$ cat src/rtl/stage_defs_pkg.sv
// Shared stage codes and sequencer state encodings for the stage sequencer and the enable decoder.
package stage_defs_pkg;

  typedef enum logic [2:0] {
    STAGE_IDLE      = 3'd0,
    STAGE_FETCH     = 3'd1,
    STAGE_DECODE    = 3'd2,
    STAGE_EXECUTE   = 3'd3,
    STAGE_MEMORY    = 3'd4,
    STAGE_WRITEBACK = 3'd5
  } stage_t;

  typedef enum logic [1:0] {
    ST_IDLE   = 2'd0,
    ST_RUN    = 2'd1,
    ST_HALTED = 2'd2,
    ST_PAUSED = 2'd3
  } seq_state_t;

  localparam int WAIT_W = 8;

  // Only fetch and memory stages may be held waiting on memory.
  function automatic logic is_mem_stage(input stage_t s);
    return (s == STAGE_FETCH) || (s == STAGE_MEMORY);
  endfunction

  function automatic stage_t succ_stage(input stage_t s);
    stage_t r;
    case (s)
      STAGE_FETCH:   r = STAGE_DECODE;
      STAGE_DECODE:  r = STAGE_EXECUTE;
      STAGE_EXECUTE: r = STAGE_MEMORY;
      STAGE_MEMORY:  r = STAGE_WRITEBACK;
      default:       r = STAGE_FETCH;
    endcase
    return r;
  endfunction

endpackage

$ cat src/rtl/stage_sequencer_stall_timer.sv
// Memory wait counter: counts consecutive held cycles and flags a timeout at MAX_WAIT.
module stall_timer
  import stage_defs_pkg::*;
#(
  parameter int MAX_WAIT = 8
) (
  input  logic clk,
  input  logic srst,
  input  logic hold,
  output logic timeout
);

  localparam logic [WAIT_W-1:0] MAX_WAIT_C = WAIT_W'(MAX_WAIT);

  logic [WAIT_W-1:0] wait_reg;
  logic [WAIT_W-1:0] wait_next;

  assign timeout = hold && (wait_reg == MAX_WAIT_C);

  // Any cycle that is not a genuine stall is an advance (or idle), so the count restarts.
  always_comb begin
    wait_next = '0;
    if (hold && !timeout) begin
      wait_next = wait_reg + 1'b1;
    end
  end

  always_ff @(posedge clk) begin
    if (srst) begin
      wait_reg <= '0;
    end else begin
      wait_reg <= wait_next;
    end
  end

endmodule

$ cat src/rtl/stage_sequencer.sv
// Multi-cycle stage sequencer: emits Stage 1..5 per instruction, stalls on memory, counts retires.
// Optional single-step support is enabled by defining STAGE_SEQ_STEP_EN.
module stage_sequencer
  import stage_defs_pkg::*;
#(
  parameter int CNT_W    = 16,
  parameter int MAX_WAIT = 8
) (
  input  logic             Clock,
  input  logic             Reset,
  input  logic             Run,
  input  logic             Halt_Request,
  input  logic             Mem_Access,
  input  logic             Mem_Ready,
`ifdef STAGE_SEQ_STEP_EN
  input  logic             Step_Mode,
  input  logic             Step,
`endif
  output logic [2:0]       Stage,
  output logic             Running,
  output logic             Stalled,
  output logic             Halted,
  output logic             Mem_Error,
  output logic [CNT_W-1:0] Instr_Count
);

  seq_state_t       state_reg, state_next;
  stage_t           stage_reg, stage_next;
  logic             err_reg, err_next;
  logic [CNT_W-1:0] cnt_reg, cnt_next;
  logic             hold;
  logic             timeout;
  logic             stall;

  assign hold  = (state_reg == ST_RUN) && is_mem_stage(stage_reg) && Mem_Access && !Mem_Ready;
  assign stall = hold && !timeout;

  stall_timer #(
    .MAX_WAIT(MAX_WAIT)
  ) u_stall_timer (
    .clk    (Clock),
    .srst   (Reset),
    .hold   (hold),
    .timeout(timeout)
  );

  always_comb begin
    state_next = state_reg;
    stage_next = stage_reg;
    err_next   = err_reg | timeout;
    cnt_next   = cnt_reg;
    case (state_reg)
      ST_IDLE, ST_HALTED: begin
        if (Run) begin
          state_next = ST_RUN;
          stage_next = STAGE_FETCH;
        end
      end
      ST_RUN: begin
        if (!stall) begin
          if (stage_reg == STAGE_WRITEBACK) begin
            cnt_next = cnt_reg + CNT_W'(1);
            if (Halt_Request) begin
              state_next = ST_HALTED;
              stage_next = STAGE_IDLE;
`ifdef STAGE_SEQ_STEP_EN
            end else if (Step_Mode) begin
              state_next = ST_PAUSED;
              stage_next = STAGE_IDLE;
`endif
            end else begin
              stage_next = STAGE_FETCH;
            end
          end else begin
            stage_next = succ_stage(stage_reg);
          end
        end
      end
`ifdef STAGE_SEQ_STEP_EN
      ST_PAUSED: begin
        if (Step || !Step_Mode) begin
          state_next = ST_RUN;
          stage_next = STAGE_FETCH;
        end
      end
`endif
      default: begin
        state_next = ST_IDLE;
        stage_next = STAGE_IDLE;
      end
    endcase
  end

  always_ff @(posedge Clock) begin
    if (Reset) begin
      state_reg <= ST_IDLE;
      stage_reg <= STAGE_IDLE;
      err_reg   <= 1'b0;
      cnt_reg   <= '0;
    end else begin
      state_reg <= state_next;
      stage_reg <= stage_next;
      err_reg   <= err_next;
      cnt_reg   <= cnt_next;
    end
  end

  assign Stage       = stage_reg;
  assign Running     = (state_reg == ST_RUN);
  assign Halted      = (state_reg == ST_HALTED);
  assign Stalled     = stall;
  assign Mem_Error   = err_reg;
  assign Instr_Count = cnt_reg;

endmodule

$ cat config.mk
export PLATFORM = sky130hd
export DESIGN_NAME = stage_sequencer
export DESIGN_NICKNAME = d
export VERILOG_FILES = /design/src/rtl/stage_defs_pkg.sv /design/src/rtl/stage_sequencer_stall_timer.sv /design/src/rtl/stage_sequencer.sv
export SDC_FILE = /design/constraint.sdc
export NUM_CORES = 1
export LEC_CHECK = 0
export CORE_UTILIZATION = 45
export DETAILED_ROUTE_END_ITERATION = 8
export HOLD_SLACK_MARGIN = 0.03
export PLACE_DENSITY_LB_ADDON = 0.15
export SYNTH_ARGS = -nofsm -noshare
export SYNTH_HDL_FRONTEND = slang
export SYNTH_SLANG_ARGS = --single-unit
$ cat constraint.sdc
create_clock -name Clock -period 1.95 [get_ports Clock]
set_input_delay 0.585 -clock Clock [delete_from_list [all_inputs] [get_ports Clock]]
set_output_delay 0.585 -clock Clock [all_outputs]
set_load 0.01 [all_outputs]
Word level (Yosys, flattened, before mapping). Cells that the tools add are included.

Logic and storage cells: 46. Output and inout bits: 23. Flip-flop bits (word level): 30. Bits of input ports: 6.

Add/subtract/negate cells: 2. Bitwise operators: 2. Eq/ne operators: 12. Muxes and demuxes: 11. Reduce and logical (&&, ||, !) cells: 14.

Operators by type and width (number): $add A16 B1 Y16 const B (1); $pmux W3 S4 (1); $mux W3 (3); $add A8 B1 Y8 const B (1); $eq A8 B4 Y1 const B (1); $mux W2 (4); $eq A3 B2 Y1 const B (2); $eq A3 B3 Y1 const B (2); $ne A2 B2 Y1 const B (3); $pmux W3 S2 (1); $logic_and A1 B1 Y1 (5); $pmux W2 S2 (1); $reduce_and A4 Y1 (1); $reduce_or A2 Y1 (2); $eq A3 B1 Y1 const B (1); $reduce_and A3 Y1 (1); $eq A2 B1 Y1 const B (1); $eq A2 B2 Y1 const B (1); $logic_not A1 Y1 (2); $logic_not A2 Y1 (1); $ne A2 B1 Y1 const B (1); $reduce_and A2 Y1 (1); $logic_or A1 B1 Y1 (1); $mux W1 (1); other kinds (2) (2).

Logic depth before layout (Yosys ltp).
Depth in word-level cells: 10. Depth in mapped cells: 6. Gate-level depth less buffers: 6.

By module. Synthesis repeated with hierarchy kept, for this count alone.

Cell total of the unflattened synthesis: 167. Area, all modules: 1468.9 µm².

Modules (own cells, without submodules): stage_sequencer (cells an instance 124, sequential area each 440.4 µm², area each 1097.3 µm², instances 1); stall_timer (cells an instance 43, sequential area each 160.2 µm², area each 371.6 µm², instances 1).

Least setup slack after synthesis. OpenSTA, ideal clock, no wires.

Path kind: flip-flop to output port. Start point: register state_reg[0]. End point: output Stalled. Stages on the path, launching flop included: 5. Buffers on the path: 1. Data arrival time: 1.412 ns. Slack: -0.047 ns. Data required time: 1.365 ns. Path through: dfxtp_1 > or3b_1 > buf_6 > nor4b_4 > and2_1.

Cells in the longest elaborated chain, start to end: 7.

Ends and longest elaborated chain: from (decl) (RTL line stage_sequencer.sv:27) `seq_state_t state_reg, state_next;`; from (signal assigned) (RTL line stage_sequencer.sv:101) `state_reg <= state_next;`; $eq A2 B1 Y1 (*) (RTL line stage_sequencer.sv:35) `assign hold = (state_reg == ST_RUN) && is_mem_stage(stage_reg) && Mem_Access && !Mem_Ready;`; $logic_and A1 B1 Y1 (*) (3 in a row) (RTL line stage_sequencer.sv:35); $logic_and A1 B1 Y1 (RTL line stage_sequencer_stall_timer.sv:18) `assign timeout = hold && (wait_reg == MAX_WAIT_C);`; $logic_not A1 Y1 (RTL line stage_sequencer.sv:36) `assign stall = hold && !timeout;`; $logic_and A1 B1 Y1 (*) (RTL line stage_sequencer.sv:36); to (decl) (RTL line stage_sequencer.sv:21) `output logic Stalled,`.

Every way passes the cells marked *; elsewhere a longest branch is shown, timed or not.

Worst setup path in the final report.
Start point: register state_reg[1]. End point: output Stalled.

Same word-level chain as after synthesis.

==> flow_summary.json <==
{
  "outcome": "complete, but fails checks",
  "violations": "setup timing",
  "worstSetupPathType": "register to output port",
  "power.switching_mw": 0.2856,
  "p_seq_share_pct": 54.4,
  "maxSlewHeadroom_pct": 77.70,
  "drtAntennaViolNets": 0,
  "pwr-share-comb_pct": 10.6,
  "fin_crit_sh_pct": 113.2,
  "cts_num_sinks": 30,
  "hp-class": "register to register",
  "wl_mm": 3.571,
  "drtPass1Iterations": 4,
  "cp_cell_sequence": "or3b_4 > nor4b_4 > and2_4 > buf_6",
  "rows": 20,
  "synth-async-reset-ratio_pct": 0,
  "cp.arrival_ns": 1.62,
  "io_buffer_count": 28,
  "core-area_sq_um": 3053,
  "crit_family": "simple AND/OR/NAND/NOR gates",
  "dp_hpwl_mm": 2.576,
  "drv_cap": 0,
  "synth_cell_type_count": 37,
  "syn_nets": 175,
  "grt_pass1_wl_mm": 5.934,
  "p_sw_share_pct": 25.04,
  "largest_reg_flops": 16,
  "peakVddDrop_mv": 0.3951,
  "die_w_um": 58.67,
  "synth.area.top_cells": "dfxtp_1 42%, nor2_1 4.4%, xnor2_1 4.2%, a21oi_1 4.2%, nand3_1 3.8%",
  "first_global_vias": 1393,
  "critPathSlowestCell": "or3b_4",
  "p_leak_nw": 0.8092,
  "worst_slew_pin_slew_ns": 0.3337,
  "finalHoldViolCount": 0,
  "endpoint_kind": "output port",
  "yosys_warnings": 0,
  "io_pins": 29,
  "nets": 231,
  "finalWorstSetupSlack_ns": -0.2564,
  "rsz0062_at_grt": "true",
  "synth_enable_flop_cells": 0,
  "initial_utilization_pct": 47.34,
  "clk_latency_ns": 0.33,
  "worstPathRequired_ns": 1.36,
  "syn_avg_cell_area_sq_um": 8.706,
  "p_int_mw": 0.8550,
  "synth-seq-cells": 30,
  "drc_errors": 0,
  "die_h_um": 58.67,
  "synth_top_area_cell": "dfxtp_1",
  "grt_max_degree": 12,
  "path_clk_slew_ns": 0.10,
  "synth_common_cells": "30 x dfxtp_1, 17 x nor2_1, 12 x a21oi_1, 11 x nand2_1, 11 x nand3_1",
  "startpoint_type": "register",
  "yosysSeqAreaShare_pct": 41.56,
  "drt_iter0_drc": 48,
  "pwr-share-clk_pct": 35.0,
  "numCtsBuffers": 5,
  "syn_area_sq_um": 1445,
  "syn_inst": 166,
  "yosysTopAreaCellShare_pct": 41.56,
  "powerDensity_nw_per_um2": 560.0,
  "wl_per_cell_um": 13.37,
  "syn2layout_area_growth_pct": 40.95,
  "cpPeakStageDelay_ns": 0.41,
  "yosys.cell_count.top_type": "dfxtp_1",
  "ctsHoldBuffers": 0,
  "diodes": 0,
  "post_route_cells_drive_above_1_share_pct": 25.56,
  "antenna_found_initial": 0,
  "cts_tree": "done",
  "grt_overflow": 0,
  "final_core_util_pct": 66.72,
  "cts_root_buf": "clkbuf_4",
  "crit_buf_inv": 1,
  "viasPerCell": 5.318,
  "setup_viol": 1,
  "fin_skew_ns": 0.01046,
  "crit_path_max_fanout": 2,
  "track_usage_pct": 22.95,
  "slew_violations": 0,
  "cts_max_path_buffers": 2,
  "synthFlopType": "dfxtp_1",
  "globalplace.congestion": 0.8990,
  "die-area_sq_um": 3442,
  "vias": 1420,
  "final_cell_area_sq_um": 2037,
  "h-tree-depth": 2,
  "dpl-instance-area_sq_um": 1928,
  "fmax_mhz": 453.2,
  "layout_min_cycle_time_ns": 2.206
}
## layout by cell type (no fill, tap or decap), types with 5 or more instances in the layout
cell and count:
nand2_1 11, clkbuf_4 5, a21oi_1 12, nor2_1 17, xnor2_1 7, xor2_1 6, o21ai_0 9, clkdlybuf4s50_1 22
dfxtp_1 21, or3_1 5, nand3_1 11, and3_1 5, dfxtp_2 9, buf_4 26
## what timing repair did
item / CTS / global route
pin swaps: 2 / 1
endpoints found under the setup margin: 6 / 10
gates resized for setup: 14 / 13
buffers inserted: 2 / 2
## layout make-up
type | instances | area [sq um]
clock buffer | 7 | 55.05
clock inverter | 1 | 5.005
fill | 281 | 1016
inverter | 5 | 18.77
multi-input combinational | 125 | 807.0
sequential | 30 | 611.8
tap | 44 | 55.05
timing repair buffer | 55 | 484.2
## power groups by stage
stage	sequential (mW)	clock (mW)	combinational (mW)
after floorplan	0.638	0	0.0526
after global placement	0.634	0	0.104
after detailed placement	0.635	0	0.105
after CTS	0.621	0.408	0.111
after global routing	0.621	0.435	0.129
final	0.621	0.399	0.121
## cells by family after synthesis
logic type / share of synthesized area [%]
buffers and inverters: 3.377
DFF: 41.56
xor gates and xnor gates: 7.879
and+or+nand+nor: 30.91
AOI/OAI and AO/OA: 13.68
adders and majority gates: 2.598
## stage by stage
stage               std cells  TNS [ns]  setup slack, ns  power [mW]  hold slack (ns)
CTS                       265   -0.2669          -0.2669       1.140           0.4996
floorplan                 166  -0.01019         -0.01019      0.6902           0.4485
detailed placement        255   -0.6528          -0.6496      0.7400           0.4865
global route              267   -0.3689          -0.3449       1.185           0.5420
global placement          255   -0.6404          -0.6404      0.7384           0.4620
finish                    267   -0.2564          -0.2564       1.141           0.4972
## layer usage
layer	global-route usage, %	wire length [um]	vias up
met5	0	0	-
met4	10.88	114	0
met3	6.593	153	13
met2	38.59	1719	35
met1	26.96	1583	661
li1	-	-	711
## path summary, 6_finish.rpt
| check | start | to | slack [ns] | cells after the start |
|---|---|---|---|---|
| setup reg to reg | state_reg[1] | Instr_Count[9] | 0.14 | 6 |
| hold / removal | Instr_Count[15] | Instr_Count[15] | 0.50 | 2 |
| hold reg to reg | Instr_Count[15] | Instr_Count[15] | 0.50 | 2 |
| setup / recovery | state_reg[1] | Stalled | -0.26 | 4 |
## tightest hold or removal path: stages (launching register included)
cell	delay, ns
dfxtp_1	0.33
o31ai_1	0.06
a21oi_1	0.06
Note: power is estimated with default switching activity, not from simulation.
